**src/rtl/tick_pkg.sv**
```systemverilog
// Shared types and default constants for the tick burst generator.
package tick_pkg;

  typedef enum logic [1:0] {
    IDLE = 2'd0,
    RUN  = 2'd1,
    DONE = 2'd2
  } tick_state_e;

  localparam int TICK_DIV_DEF   = 10;
  localparam int TICK_CNT_W_DEF = 8;

endpackage

```
**src/rtl/tick_prescaler.sv**
```systemverilog
// Free-running 0..DIV-1 prescaler with synchronous clear and count enable.
// wrap is high in the cycle the counter sits at DIV-1 while enabled.
module tick_prescaler #(
  parameter int DIV = 10
) (
  input  logic clk,
  input  logic rst_n,
  input  logic clr,
  input  logic en,
  output logic wrap
);

  localparam int W = (DIV > 2) ? $clog2(DIV) : 1;
  localparam logic [W-1:0] LAST = W'(DIV - 1);

  logic [W-1:0] cnt;

  assign wrap = en && (cnt == LAST);

  // Count while enabled, wrap to zero after DIV-1; clear has priority.
  always_ff @(posedge clk or negedge rst_n) begin
    if (!rst_n) begin
      cnt <= '0;
    end else if (clr) begin
      cnt <= '0;
    end else if (en) begin
      cnt <= wrap ? '0 : cnt + 1'b1;
    end
  end

endmodule

```
**src/rtl/tick_burst_gen.sv**
```systemverilog
// Programmable burst of single-cycle enable ticks spaced DIV clocks apart,
// with start/stop/done handshake.
//
// state | meaning
// IDLE  | waiting for start; burst_len sampled on accept
// RUN   | prescaler running, one tick per DIV clocks
// DONE  | burst finished or aborted; one cycle, then back to IDLE
module tick_burst_gen
  import tick_pkg::*;
#(
  parameter int DIV   = TICK_DIV_DEF,
  parameter int CNT_W = TICK_CNT_W_DEF
) (
  input  logic             clk,
  input  logic             rst_n,
  input  logic             start,
  input  logic             stop,
  input  logic [CNT_W-1:0] burst_len,
  output logic             tick,
  output logic             busy,
  output logic             done,
  output logic [CNT_W-1:0] tick_cnt
);

  if (DIV < 2) begin : g_div_check
    $fatal(1, "tick_burst_gen: DIV must be at least 2");
  end

  tick_state_e      state;
  logic [CNT_W-1:0] len_q;
  logic [CNT_W-1:0] cnt_next;
  logic             pre_clr;
  logic             pre_en;
  logic             pre_wrap;

  assign pre_clr  = (state == IDLE) && start;
  assign pre_en   = (state == RUN);
  assign cnt_next = tick_cnt + 1'b1;

  tick_prescaler #(
    .DIV (DIV)
  ) u_prescaler (
    .clk   (clk),
    .rst_n (rst_n),
    .clr   (pre_clr),
    .en    (pre_en),
    .wrap  (pre_wrap)
  );

  // Burst sequencing FSM with registered tick/busy/done/tick_cnt.
  // A zero-length burst raises done on entry to DONE so it appears one cycle
  // after the accepting edge; a normal burst raises done on leaving DONE.
  // done already high inside DONE therefore marks the zero-length path.
  always_ff @(posedge clk or negedge rst_n) begin
    if (!rst_n) begin
      state    <= IDLE;
      len_q    <= '0;
      tick     <= 1'b0;
      busy     <= 1'b0;
      done     <= 1'b0;
      tick_cnt <= '0;
    end else begin
      tick <= 1'b0;
      done <= 1'b0;
      case (state)
        IDLE: begin
          busy <= 1'b0;
          if (start) begin
            len_q    <= burst_len;
            tick_cnt <= '0;
            if (burst_len == '0) begin
              state <= DONE;
              done  <= 1'b1;
            end else begin
              state <= RUN;
              busy  <= 1'b1;
            end
          end
        end
        RUN: begin
          if (pre_wrap) begin
            tick     <= 1'b1;
            tick_cnt <= cnt_next;
            if ((cnt_next == len_q) || stop) begin
              state <= DONE;
              busy  <= 1'b0;
            end
          end else if (stop) begin
            state <= DONE;
            busy  <= 1'b0;
          end
        end
        DONE: begin
          done  <= ~done;
          busy  <= 1'b0;
          state <= IDLE;
        end
        default: begin
          state <= IDLE;
          busy  <= 1'b0;
        end
      endcase
    end
  end

endmodule

```
**config.mk**
```make
export PLATFORM = sky130hd
export DESIGN_NAME = tick_burst_gen
export DESIGN_NICKNAME = d
export VERILOG_FILES = /design/src/rtl/tick_pkg.sv /design/src/rtl/tick_prescaler.sv /design/src/rtl/tick_burst_gen.sv
export SDC_FILE = /design/constraint.sdc
export NUM_CORES = 1
export LEC_CHECK = 0
export ABC_AREA = 1
export CAP_MARGIN = 20
export CORE_UTILIZATION = 25
export CTS_CLUSTER_DIAMETER = 200
export DETAILED_ROUTE_END_ITERATION = 16
export PLACE_DENSITY = 0.41
export SETUP_SLACK_MARGIN = 0.15
export SLEW_MARGIN = 20
export SYNTH_ARGS = -nofsm -noshare
export SYNTH_HDL_FRONTEND = slang
export SYNTH_HIERARCHICAL = 1
export SYNTH_SLANG_ARGS = --single-unit
```
**constraint.sdc**
```tcl
create_clock -name clk -period 1.8 [get_ports clk]
set_input_delay 0.27 -clock clk [delete_from_list [all_inputs] [get_ports clk]]
set_output_delay 0.27 -clock clk [all_outputs]
set_load 0.05 [all_outputs]
```
==> metrics.cfg <==
[run_status]
outcome=finished, final reports clean

[global_routing]
grt_usage_pct=12.3
antenna_found_initial=0
overflow=0
grt_pass1_wl_um=5730
grt_pass1_vias=1233
grt_max_degree=26

[min_path]
min_path_type=in2async

[worst_setup_path]
r2r_cells=14
worstSetupStartpoint=state[1]$_DFFE_PN0P_
path_buf_inv=3
endpoint=state[0]$_DFFE_PN0P_
critPathMaxStageDelay_ns=0.40
r2r_end=state[0]$_DFFE_PN0P_
cp-end-kind=register
cp_top_family=simple AND/OR/NAND/NOR gates
r2r_start=state[1]$_DFFE_PN0P_
cp_data_arrival_time_ns=1.77
crit_path_start_kind=register
critPathKind=reg2reg
reg2reg_slack_ns=0.19
crit_path_max_fanout=3
path_cells=inv_2, nand2_1, inv_2, nand2_2, nor2_4, inv_2, nor2_1, nand3_1, nor2_1, nand3_1, nor2_2, nand3_2, nand2_1, nand2_1
crit_required_ns=1.96
cp.depth=14
critPathSlowestCell=dfrtp_1

[logic_synthesis]
syn_area_per_cell_um2=7.38
netlist_area_mm2=0.00141
seq_area_frac_synth_pct=44.4
synth_top_area_share_pct=44.4
synth.area.top_cells=dfrtp_1 44%, nand2_1 16%, inv_1 8.3%, nor2_1 4.5%, nand3_1 4.3%
synth-seq-cells=25
synth.distinct_cells=22
synth_fp_nets=206
yosys.area.top_type=dfrtp_1
synthCells=191
yosys_warnings=6

[pwr]
p_int_uw=1180
power.density_mw_per_mm2=1030
leakage_uw=0.000924
irDropWorstVdd_uv=536
clockPowerShare_pct=17.4
power.total_uw=1970
sw_frac_of_total_pct=40.1
combPwrFrac_pct=40.4
p_switching_uw=790
power_frac_seq_pct=42.2

[clock_tree]
cts_made_buffers=3
clock_latency_ns=0.27
ctsHtreeMaxLevel=1
holdBufCountCts=0
root_buffer=clkbuf_8
cts_sinks=25
cts_tree=done
clk_pin_slew_worst_paths_ns=0.09
clock_path_buffers=2

[layout]
syn_to_final_growth_pct=36.2
mostFrequentLayoutCell=nand2_1
most-common-layout-cells=60 x nand2_1, 25 x inv_1, 23 x buf_4
drive_above_1_share_pct=26.4
stdcell_area_mm2=0.00192
nNetsFinal=247
diodes=0
fillers=558
fin_util_pct=36.4

[sta]
fin_setup_tns_ns=0
fin_crit_sh_pct=89.5
clock_skew_ns=0.00170
max_freq_ghz=0.621
setup_violations=0
worst_pin_slew_ns=0.498
slew_headroom_pct=66.9
fin_crit_ns=1.61
slew_violations=0
rsz0062_at_grt=true
hold_violations=0

[drt]
drtPass1Iterations=4
drc=0
met3WireLength_um=95
met1_length_um=1670
highest_layer=met4
vias=1300
routedWlPerCell_um=11.2
drt-total-wl_um=3360
drt_iter0_drc=45
wl_met2_um=1540
via_per_inst=4.32
ant_nets=0

[die]
fp.dieW_um=77.1
die_h_um=77.1
start_util_pct=26.7
rows=26
dieArea_mm2=0.00594
core_mm2=0.00527
io_pins=23

[job]
cap_violations=0

[placement]
place.gp.congestion=0.757
io_buffer_count=22
hpwlAfterDp_um=2610
dpl_cell_area_mm2=0.00176

flip-flops by register name, indices dropped and copies added (netlist names):
name and count:
len_q 8, tick_cnt 8, busy 1, state 2
u_prescaler/cnt 4, tick 1, done 1
area by class of cell:
cell class              instances  area [um2]  share of cell area, %
clock buffers                   4        45.0                   2.35
inverters                      32         126                   6.58
multi-input cells             133         716                   37.3
flip-flops and latches         25         633                   33.0
well taps                      70        87.6                   4.56
repair buffers                 37         312                   16.2
metrics by stage:
step / setup slack (ns) / std cells / hold WS, ns
after floorplan: 0.158 / 191 / -0.0256
after global placement: 0.0988 / 289 / 0.470
after detailed placement: 0.0579 / 289 / 0.465
after CTS: 0.117 / 298 / 0.377
after global routing: 0.0207 / 301 / 0.396
final: 0.189 / 301 / 0.363
logic make-up (layout without fill, tap and decap cells):
group                      after synthesis  count (layout)  synth area share, %
adders and majority gates                3               3                 2.66
and+or+nand+nor                        108             108                 35.4
AOI/OAI and AO/OA                       22              22                 8.70
buffers and inverters                   33              73                 8.79
DFF                                     25              25                 44.4
metal layers:
metal | vias up | GRT usage, %
li1 | 685 | -
met1 | 589 | 16.1
met2 | 21 | 20.2
met3 | 5 | 2.02
met4 | 0 | 5.09
met5 | - | 0
synthesized netlist by cell type (all sizes together):
cell type  number
nand2          64
inv            32
dfrtp          25
nor2           22
nand3          14
o21ai          14
nand4           5
o22ai           4
ha              3
nand3b          3
a21oi           2
a31oi           1
clkbuf          1
o31ai           1
timing repair:
action	in CTS	in global routing
pin swaps	8	6
gates resized for setup	8	14
setup buffers	5	3
endpoints found under the setup margin	6	11
worst min-delay path by stage:
stage,startpoint,end,slack [ns],cells past startpoint
5_1_grt,rst_n,tick_cnt[0]$_DFFE_PN0P_,0.40,2
3_3_place_gp,state[0]$_DFFE_PN0P_,done$_DFF_PN0_,0.47,1
3_5_place_dp,state[0]$_DFFE_PN0P_,done$_DFF_PN0_,0.47,1
4_1_cts,rst_n,tick_cnt[2]$_DFFE_PN0P_,0.38,2
2_1_floorplan,rst_n,busy$_DFFE_PN0P_,-0.03,0
6_report,rst_n,tick$_DFF_PN0_,0.36,2
power groups by stage:
| stage | logic, uW | registers, uW | clock network (uW) |
|---|---|---|---|
| global route | 920 | 855 | 388 |
| floorplan | 459 | 884 | 0 |
| detailed placement | 768 | 848 | 0 |
| finish | 796 | 832 | 343 |
| CTS | 795 | 831 | 362 |
| global placement | 770 | 843 | 0 |
Power figures use the tool's default switching activity.
